`src/rtl/vga_pkg.sv`:
```
// Shared definitions for the VGA tile scanout block.
//   - Default 640x480@60 timing and the frame totals / sync windows derived from it.
//   - vga_ctl_t: per-pixel control bits carried down the scanout pipeline so that
//     blanking, syncs and the tile border flag stay aligned with the RAM read data.
package vga_pkg;

  localparam int unsigned DEF_H_ACTIVE = 640;
  localparam int unsigned DEF_H_FP     = 16;
  localparam int unsigned DEF_H_SYNC   = 96;
  localparam int unsigned DEF_H_BP     = 48;
  localparam int unsigned DEF_V_ACTIVE = 480;
  localparam int unsigned DEF_V_FP     = 10;
  localparam int unsigned DEF_V_SYNC   = 2;
  localparam int unsigned DEF_V_BP     = 33;
  localparam int unsigned DEF_TILE_W   = 160;
  localparam int unsigned DEF_TILE_H   = 120;
  localparam int unsigned DEF_GRID_W   = 4;
  localparam int unsigned DEF_RD_LAT   = 2;

  localparam int unsigned H_TOTAL  = DEF_H_ACTIVE + DEF_H_FP + DEF_H_SYNC + DEF_H_BP;
  localparam int unsigned V_TOTAL  = DEF_V_ACTIVE + DEF_V_FP + DEF_V_SYNC + DEF_V_BP;
  localparam int unsigned HS_START = DEF_H_ACTIVE + DEF_H_FP;
  localparam int unsigned HS_END   = HS_START + DEF_H_SYNC;
  localparam int unsigned VS_START = DEF_V_ACTIVE + DEF_V_FP;
  localparam int unsigned VS_END   = VS_START + DEF_V_SYNC;

  // hs/vs are active-high here; the pins are inverted at the output register.
  typedef struct packed {
    logic active;
    logic hs;
    logic vs;
    logic border;
  } vga_ctl_t;

endpackage

```
`src/rtl/vga_tile_scanout_if.sv`:
```
// VIDEORAM read port as seen by the scanout block.
//   RAM_RADDR : 4-bit tile address, driven by the scanout (master)
//   RAM_RDATA : 8-bit tile word, returned by the RAM (slave) a fixed latency later
interface vga_tile_scanout_if;

  logic [3:0] RAM_RADDR;
  logic [7:0] RAM_RDATA;

  modport master (
    output RAM_RADDR,
    input  RAM_RDATA
  );

  modport slave (
    input  RAM_RADDR,
    output RAM_RDATA
  );

endinterface

```
`src/rtl/vga_delay_line.sv`:
```
// Fixed-depth shift register used to keep per-pixel control bits aligned with the
// RAM read latency.
//   clk_i  : clock
//   rst_ni : synchronous active-low reset, clears every stage to 0
//   d_i    : input word
//   q_o    : d_i delayed by DEPTH cycles
module vga_delay_line #(
  parameter int unsigned DEPTH = 1,
  parameter int unsigned WIDTH = 1
) (
  input  logic             clk_i,
  input  logic             rst_ni,
  input  logic [WIDTH-1:0] d_i,
  output logic [WIDTH-1:0] q_o
);

  logic [WIDTH-1:0] stage_q [DEPTH];

  always_ff @(posedge clk_i) begin
    if (!rst_ni) begin
      for (int i = 0; i < int'(DEPTH); i++) begin
        stage_q[i] <= '0;
      end
    end else begin
      stage_q[0] <= d_i;
      for (int i = 1; i < int'(DEPTH); i++) begin
        stage_q[i] <= stage_q[i-1];
      end
    end
  end

  assign q_o = stage_q[DEPTH-1];

endmodule

```
`src/rtl/vga_tile_scanout.sv`:
```
// VGA tile scanout: generates VGA timing, maps each visible pixel to one of 16 screen
// tiles, reads the tile word from VIDEORAM and drives 1-bit RGB plus syncs.
//   CLK_VGA     : pixel clock
//   RST_N       : synchronous active-low reset
//   ram         : VIDEORAM read port (RAM_RADDR out, RAM_RDATA in, RD_LAT cycles apart)
//   VGA_R/G/B   : registered pixel colour, 0 outside the visible area
//   VGA_HSYNC   : horizontal sync, active low
//   VGA_VSYNC   : vertical sync, active low
//   FRAME_START : one-cycle pulse while the counters sit at (0,0)
//   VBLANK      : high while the line counter is in vertical blanking (not delayed)
// Counters to pins take RD_LAT+2 cycles: address register, RAM latency, output register.
module vga_tile_scanout
  import vga_pkg::*;
#(
  parameter int unsigned H_ACTIVE = DEF_H_ACTIVE,
  parameter int unsigned H_FP     = DEF_H_FP,
  parameter int unsigned H_SYNC   = DEF_H_SYNC,
  parameter int unsigned H_BP     = DEF_H_BP,
  parameter int unsigned V_ACTIVE = DEF_V_ACTIVE,
  parameter int unsigned V_FP     = DEF_V_FP,
  parameter int unsigned V_SYNC   = DEF_V_SYNC,
  parameter int unsigned V_BP     = DEF_V_BP,
  parameter int unsigned TILE_W   = DEF_TILE_W,
  parameter int unsigned TILE_H   = DEF_TILE_H,
  parameter int unsigned GRID_W   = DEF_GRID_W,
  parameter int unsigned RD_LAT   = DEF_RD_LAT
) (
  input  logic               CLK_VGA,
  input  logic               RST_N,
  vga_tile_scanout_if.master ram,
  output logic               VGA_R,
  output logic               VGA_G,
  output logic               VGA_B,
  output logic               VGA_HSYNC,
  output logic               VGA_VSYNC,
  output logic               FRAME_START,
  output logic               VBLANK
);

  localparam int unsigned HTotal  = H_ACTIVE + H_FP + H_SYNC + H_BP;
  localparam int unsigned VTotal  = V_ACTIVE + V_FP + V_SYNC + V_BP;
  localparam int unsigned HsStart = H_ACTIVE + H_FP;
  localparam int unsigned HsEnd   = HsStart + H_SYNC;
  localparam int unsigned VsStart = V_ACTIVE + V_FP;
  localparam int unsigned VsEnd   = VsStart + V_SYNC;
  localparam int unsigned HW      = $clog2(HTotal);
  localparam int unsigned VW      = $clog2(VTotal);
  localparam int unsigned TXW     = $clog2(TILE_W);
  localparam int unsigned TYW     = $clog2(TILE_H);
  // Address register plus RAM latency; the output register adds the final stage.
  localparam int unsigned CtlDepth = RD_LAT + 1;

  // Low for the first edge out of reset so the counters restart at (0,0) on that edge.
  logic           run_q;
  logic [HW-1:0]  h_cnt_q, h_cnt_d;
  logic [VW-1:0]  v_cnt_q, v_cnt_d;
  logic [TXW-1:0] tx_cnt_q, tx_cnt_d;
  logic [TYW-1:0] ty_cnt_q, ty_cnt_d;
  logic [1:0]     tile_col_q, tile_col_d;
  logic [1:0]     tile_row_q, tile_row_d;
  logic           h_wrap, v_wrap;

  logic           frame_start_q, vblank_q;
  logic [3:0]     raddr_q;
  logic [2:0]     rgb_q, rgb_d;
  logic           hsync_q, vsync_q;

  vga_ctl_t       ctl0, ctl_dly;
  logic [3:0]     unused_rdata_hi;

  // ---------------------------------------------------------------------------
  // Counters and tile tracking
  // ---------------------------------------------------------------------------
  always_comb begin
    h_cnt_d    = h_cnt_q;
    v_cnt_d    = v_cnt_q;
    tx_cnt_d   = tx_cnt_q;
    ty_cnt_d   = ty_cnt_q;
    tile_col_d = tile_col_q;
    tile_row_d = tile_row_q;
    h_wrap     = (h_cnt_q == HW'(HTotal - 1));
    v_wrap     = (v_cnt_q == VW'(VTotal - 1));

    if (run_q) begin
      if (h_wrap) begin
        h_cnt_d    = '0;
        tx_cnt_d   = '0;
        tile_col_d = '0;
        if (v_wrap) begin
          v_cnt_d    = '0;
          ty_cnt_d   = '0;
          tile_row_d = '0;
        end else begin
          v_cnt_d = v_cnt_q + 1'b1;
          // Only step within the visible lines so ty/row never run past the last tile.
          if (v_cnt_q < VW'(V_ACTIVE - 1)) begin
            if (ty_cnt_q == TYW'(TILE_H - 1)) begin
              ty_cnt_d   = '0;
              tile_row_d = tile_row_q + 1'b1;
            end else begin
              ty_cnt_d = ty_cnt_q + 1'b1;
            end
          end
        end
      end else begin
        h_cnt_d = h_cnt_q + 1'b1;
        if (h_cnt_q < HW'(H_ACTIVE - 1)) begin
          if (tx_cnt_q == TXW'(TILE_W - 1)) begin
            tx_cnt_d   = '0;
            tile_col_d = (tile_col_q == 2'(GRID_W - 1)) ? '0 : tile_col_q + 1'b1;
          end else begin
            tx_cnt_d = tx_cnt_q + 1'b1;
          end
        end
      end
    end
  end

  always_ff @(posedge CLK_VGA) begin
    if (!RST_N) begin
      run_q         <= 1'b0;
      h_cnt_q       <= '0;
      v_cnt_q       <= '0;
      tx_cnt_q      <= '0;
      ty_cnt_q      <= '0;
      tile_col_q    <= '0;
      tile_row_q    <= '0;
      frame_start_q <= 1'b0;
      vblank_q      <= 1'b0;
    end else begin
      run_q         <= 1'b1;
      h_cnt_q       <= h_cnt_d;
      v_cnt_q       <= v_cnt_d;
      tx_cnt_q      <= tx_cnt_d;
      ty_cnt_q      <= ty_cnt_d;
      tile_col_q    <= tile_col_d;
      tile_row_q    <= tile_row_d;
      // Registered from next-state so both flags line up with the counter values.
      frame_start_q <= (h_cnt_d == '0) && (v_cnt_d == '0);
      vblank_q      <= (v_cnt_d >= VW'(V_ACTIVE));
    end
  end

  // ---------------------------------------------------------------------------
  // Stage 0: decode the counter position
  // ---------------------------------------------------------------------------
  always_comb begin
    ctl0 = '0;
    // The restart cycle carries no pixel, keeping the first RD_LAT+2 outputs blank.
    if (run_q) begin
      ctl0.active = (h_cnt_q < HW'(H_ACTIVE)) && (v_cnt_q < VW'(V_ACTIVE));
      ctl0.hs     = (h_cnt_q >= HW'(HsStart)) && (h_cnt_q < HW'(HsEnd));
      ctl0.vs     = (v_cnt_q >= VW'(VsStart)) && (v_cnt_q < VW'(VsEnd));
      ctl0.border = (tx_cnt_q == '0) || (tx_cnt_q == TXW'(TILE_W - 1)) ||
                    (ty_cnt_q == '0) || (ty_cnt_q == TYW'(TILE_H - 1));
    end
  end

  vga_delay_line #(
    .DEPTH (CtlDepth),
    .WIDTH ($bits(vga_ctl_t))
  ) u_ctl_delay (
    .clk_i  (CLK_VGA),
    .rst_ni (RST_N),
    .d_i    (ctl0),
    .q_o    (ctl_dly)
  );

  // ---------------------------------------------------------------------------
  // Colour: tile word bits [2:0] are {B,G,R}; bit 3 inverts the colour on tile edges
  // ---------------------------------------------------------------------------
  always_comb begin
    rgb_d = '0;
    if (ctl_dly.active) begin
      rgb_d = ram.RAM_RDATA[2:0] ^ {3{ram.RAM_RDATA[3] & ctl_dly.border}};
    end
  end

  assign unused_rdata_hi = ram.RAM_RDATA[7:4];

  // Stage 1 address register and the pin register.
  always_ff @(posedge CLK_VGA) begin
    if (!RST_N) begin
      raddr_q <= '0;
      rgb_q   <= '0;
      hsync_q <= 1'b1;
      vsync_q <= 1'b1;
    end else begin
      // Outside the visible area the address holds its last value.
      if (ctl0.active) begin
        raddr_q <= {tile_row_q, tile_col_q};
      end
      rgb_q   <= rgb_d;
      hsync_q <= ~ctl_dly.hs;
      vsync_q <= ~ctl_dly.vs;
    end
  end

  assign ram.RAM_RADDR = raddr_q;
  assign VGA_R         = rgb_q[0];
  assign VGA_G         = rgb_q[1];
  assign VGA_B         = rgb_q[2];
  assign VGA_HSYNC     = hsync_q;
  assign VGA_VSYNC     = vsync_q;
  assign FRAME_START   = frame_start_q;
  assign VBLANK        = vblank_q;

endmodule

```
`src/flat_wrapper.sv`:
```
// flat-port wrapper written by rule: the top's interface ports become plain ports
module vga_tile_scanout_flat import vga_pkg::*;
#(
  parameter int unsigned H_ACTIVE = DEF_H_ACTIVE,
  parameter int unsigned H_FP     = DEF_H_FP,
  parameter int unsigned H_SYNC   = DEF_H_SYNC,
  parameter int unsigned H_BP     = DEF_H_BP,
  parameter int unsigned V_ACTIVE = DEF_V_ACTIVE,
  parameter int unsigned V_FP     = DEF_V_FP,
  parameter int unsigned V_SYNC   = DEF_V_SYNC,
  parameter int unsigned V_BP     = DEF_V_BP,
  parameter int unsigned TILE_W   = DEF_TILE_W,
  parameter int unsigned TILE_H   = DEF_TILE_H,
  parameter int unsigned GRID_W   = DEF_GRID_W,
  parameter int unsigned RD_LAT   = DEF_RD_LAT
)
  (CLK_VGA, RST_N, VGA_R, VGA_G, VGA_B, VGA_HSYNC, VGA_VSYNC, FRAME_START, VBLANK, ram_RAM_RADDR, ram_RAM_RDATA);
  vga_tile_scanout_if ram_i ();
  input  logic CLK_VGA;
  input  logic RST_N;
  output logic VGA_R;
  output logic VGA_G;
  output logic VGA_B;
  output logic VGA_HSYNC;
  output logic VGA_VSYNC;
  output logic FRAME_START;
  output logic VBLANK;
  output wire logic [$bits(ram_i.RAM_RADDR)-1:0] ram_RAM_RADDR;
  input wire logic [$bits(ram_i.RAM_RDATA)-1:0] ram_RAM_RDATA;
  assign ram_RAM_RADDR = ram_i.RAM_RADDR;
  assign ram_i.RAM_RDATA = ram_RAM_RDATA;
  vga_tile_scanout #(.H_ACTIVE(H_ACTIVE), .H_FP(H_FP), .H_SYNC(H_SYNC), .H_BP(H_BP), .V_ACTIVE(V_ACTIVE), .V_FP(V_FP), .V_SYNC(V_SYNC), .V_BP(V_BP), .TILE_W(TILE_W), .TILE_H(TILE_H), .GRID_W(GRID_W), .RD_LAT(RD_LAT)) u_core (.CLK_VGA(CLK_VGA), .RST_N(RST_N), .ram(ram_i), .VGA_R(VGA_R), .VGA_G(VGA_G), .VGA_B(VGA_B), .VGA_HSYNC(VGA_HSYNC), .VGA_VSYNC(VGA_VSYNC), .FRAME_START(FRAME_START), .VBLANK(VBLANK));
endmodule
```
`config.mk`:
```
export PLATFORM = sky130hd
export DESIGN_NAME = vga_tile_scanout_flat
export DESIGN_NICKNAME = d
export VERILOG_FILES = /design/src/rtl/vga_pkg.sv /design/src/rtl/vga_tile_scanout_if.sv /design/src/rtl/vga_delay_line.sv /design/src/rtl/vga_tile_scanout.sv /design/src/flat_wrapper.sv
export SDC_FILE = /design/constraint.sdc
export NUM_CORES = 1
export LEC_CHECK = 0
export CAP_MARGIN = 10
export CORE_MARGIN = 5
export CORE_UTILIZATION = 58
export CTS_BUF_LIST = sky130_fd_sc_hd__clkbuf_4 sky130_fd_sc_hd__clkbuf_8 sky130_fd_sc_hd__clkbuf_16
export DETAILED_ROUTE_END_ITERATION = 10
export GPL_ROUTABILITY_DRIVEN = 0
export PLACE_DENSITY = 0.86
export SYNTH_ARGS = -nofsm -noshare
export SYNTH_HDL_FRONTEND = slang
export SYNTH_SLANG_ARGS = --single-unit
export TNS_END_PERCENT = 100
```
`constraint.sdc`:
```
create_clock -name CLK_VGA -period 2.95 [get_ports CLK_VGA]
set_clock_uncertainty 0.2 [all_clocks]
set_input_delay 0.4425 -clock CLK_VGA [delete_from_list [all_inputs] [get_ports CLK_VGA]]
set_output_delay 0.4425 -clock CLK_VGA [all_outputs]
set_load 0.05 [all_outputs]
```
==> flow_summary.ini <==
[status]
status = complete, no violations

[global_routing]
grt_pass1_vias = 2246
track_usage_pct = 18.0
grt_overflow = 0
antenna_found_initial = 0
grt_max_degree = 31
grt_first_pass_wirelength_microns = 10200

[yosys]
ys_async_sr_fraction_pct = 0
synth.top_cells.by_area = dfxtp_1, nor2_1, xor2_1, ha_1, a21oi_1
yosysSeqAreaShare_pct = 40.7
netlist.area_leader.share_pct = 40.7
yosys.cell_types.count = 58
synthCells = 359
synth_area_sq_mm = 0.00310
synth_edf_count = 0
synth_nets = 378
yosysTopAreaCell = dfxtp_1
ys.flop_type = dfxtp_1
synth.yosys.warnings = 0
synth_seq_cells = 63
avgSynthCellArea_sq_um = 8.64

[detailed_routing]
drtIter0Drc = 151
antenna_left = 0
vias = 2517
wl_per_cell_microns = 13.7
drc_errors = 0
dr.pass1.iters = 4
vias_per_cell = 5.73
wl_microns = 6010

[critical_path]
crit_type = register to register
reg2regPathDepth = 7
timing.rr.start = u_core.h_cnt_q[1]
worstSetupStartpointType = register
required_ns = 2.99
critPathMaxFanout = 11
reg2reg_slack_ns = 0.52
critPathArrivalTime_ns = 2.47
worst_setup_path_end_kind = register
worstReg2RegEnd = u_core.VBLANK

[cts]
cts_hold_buf = 0
htree_levels = 3
postCtsSetupBuffers = 0
clock_sinks = 63
cts_tree = yes
insertion_delay_ns = 0.35
cts_made_buffers = 9
root_buffer = clkbuf_8
clock_path_buffers = 2
path_clk_slew_ns = 0.07
post_cts_resized = 0

[timing]
fmax_mhz = 411
rsz0062_at_grt = false
finalCritPeriodShare_pct = 82.4
finalSetupTns_ns = 0
relSlewSlack_pct = 66.1
finalSetupViolCount = 0
hold_violations = 0
min_period_ns = 2.43
drv_slew = 0
worst_pin_slew_ns = 0.507

[pwr]
swShare_pct = 24.0
switching_power_uw = 407
internal_power_mw = 1.28
powerDensity_mw_per_mm2 = 493
power.leakage_nw = 1.34
pwr-share-clk_pct = 44.0
ir_worst_vdd_mv = 0.313
p_comb_share_pct = 4.7
seq_power_share_pct = 51.3

[cells_and_area]
final_cell_mix = dfxtp_1, nor2_1, nand2_1
final_common_cell = dfxtp_1
nets = 383
final_core_util_pct = 66.7
area_growth_pct = 10.7
drive_above_1_share_pct = 8.13
diodes = 0

[run]
maxCapViolations = 0

[floorplan]
num_io_pins = 21
core_area_sq_mm = 0.00514
start_util_pct = 60.3
die_h_microns = 83.1
num_rows = 26
die_x_microns = 83.1
dieArea_sq_mm = 0.00691

[placement]
portBuffers = 16
dp_hpwl_microns = 4160

[worst_hold_path]
min_to = u_core.VGA_VSYNC
hp-class = register to register
worstHoldPathCells = 1
min_from = u_core.u_ctl_delay.stage_q[0][9]
## cell type report
class                      count  area [sq um]
inverter                      13          48.8
tap                           70          87.6
sequential                    63          1260
multi-input combinational    257          1650
clock buffer                   9           124
clock inverter                 7          73.8
fill                         437          1710
timing repair buffer          20           190
## power groups by stage
| stage | registers (mW) | clock network, mW | logic [mW] |
|---|---|---|---|
| CTS | 0.868 | 0.763 | 0.0807 |
| finish | 0.868 | 0.743 | 0.0797 |
| floorplan | 0.891 | 0 | 0.0523 |
| global placement | 0.887 | 0 | 0.0787 |
| detailed placement | 0.887 | 0 | 0.0802 |
| global route | 0.869 | 0.800 | 0.0883 |
## registers in the layout (all words and copies together) (netlist names), 3 cells and up
signal and cells:
u_core.rgb_q 3, u_core.ram.RAM_RADDR 4, u_core.h_cnt_q 10, u_core.ty_cnt_q 7
u_core.u_ctl_delay.stage_q 12, u_core.tx_cnt_q 8, u_core.v_cnt_q 10
## metrics by stage
| step | instances | power [mW] | cell area (sq um) | setup slack [ns] | hold WS [ns] |
|---|---|---|---|---|---|
| finish | 439 | 1.69 | 3430 | 0.519 | 0.171 |
| floorplan | 359 | 0.943 | 3100 | 0.735 | 0.152 |
| global placement | 423 | 0.966 | 3230 | 0.581 | 0.156 |
| detailed placement | 423 | 0.968 | 3230 | 0.513 | 0.156 |
| CTS | 439 | 1.71 | 3430 | 0.515 | 0.172 |
| global route | 439 | 1.76 | 3430 | 0.253 | 0.179 |
## routing by layer
layer  routed length (microns)  share of wire, %  GRT usage (%)  vias to the layer above
li1                          -                 -              -                     1266
met3                       278               4.6           3.86                       18
met1                      2830                47           23.6                     1150
met2                      2770                46           27.6                       83
met4                       140               2.3           9.96                        0
met5                         0                 0              0                        -
## cell usage after synthesis, types with 2 or more instances
master	instances
nand3b_1	3
nor3_1	5
dfxtp_1	63
o21a_1	2
o211ai_1	2
and3_1	9
or3b_1	2
and2_1	11
nand4b_1	2
o21ai_0	12
mux2i_1	7
nand4_1	8
inv_1	13
nor3b_1	2
a31oi_1	4
nor2_1	53
a21oi_1	19
ha_1	9
a21o_1	2
nor4_1	5
a41oi_1	3
clkbuf_1	13
xnor2_1	10
and4_1	8
xor2_1	14
nand2_1	23
nand3_1	12
or3_1	2
buf_2	8
buf_6	5
## worst max-delay path by stage
stage	endpoint	cells after the start	start
finish	u_core.VBLANK	7	u_core.h_cnt_q[1]
global route	u_core.VBLANK	7	u_core.h_cnt_q[0]
CTS	u_core.VBLANK	7	u_core.h_cnt_q[1]
detailed placement	u_core.VBLANK	7	u_core.h_cnt_q[0]
global placement	u_core.FRAME_START	7	u_core.h_cnt_q[1]
floorplan	u_core.tx_cnt_q[2]	9	u_core.h_cnt_q[0]
## cell families (layout without fill, tap and decap cells)
kind of cell	Yosys count	in the layout	share of synthesized area (%)
mux	8	8	2.62
xor+xnor	24	24	6.78
fa+ha+maj	9	9	3.63
simple gates	158	158	27.9
buf+inv	39	49	6.26
compound gates	58	58	12.1
flops	63	63	40.7
## worst max-delay path, cell delays in order (launching register included)
cell     delay, ns
dfxtp_1       0.39
ha_1          0.23
and4_4        0.28
and4_1        0.49
nand2_1       0.16
nor3_1        0.16
a21oi_1       0.07
o41ai_1       0.34
Power figures use the tool's default switching activity.
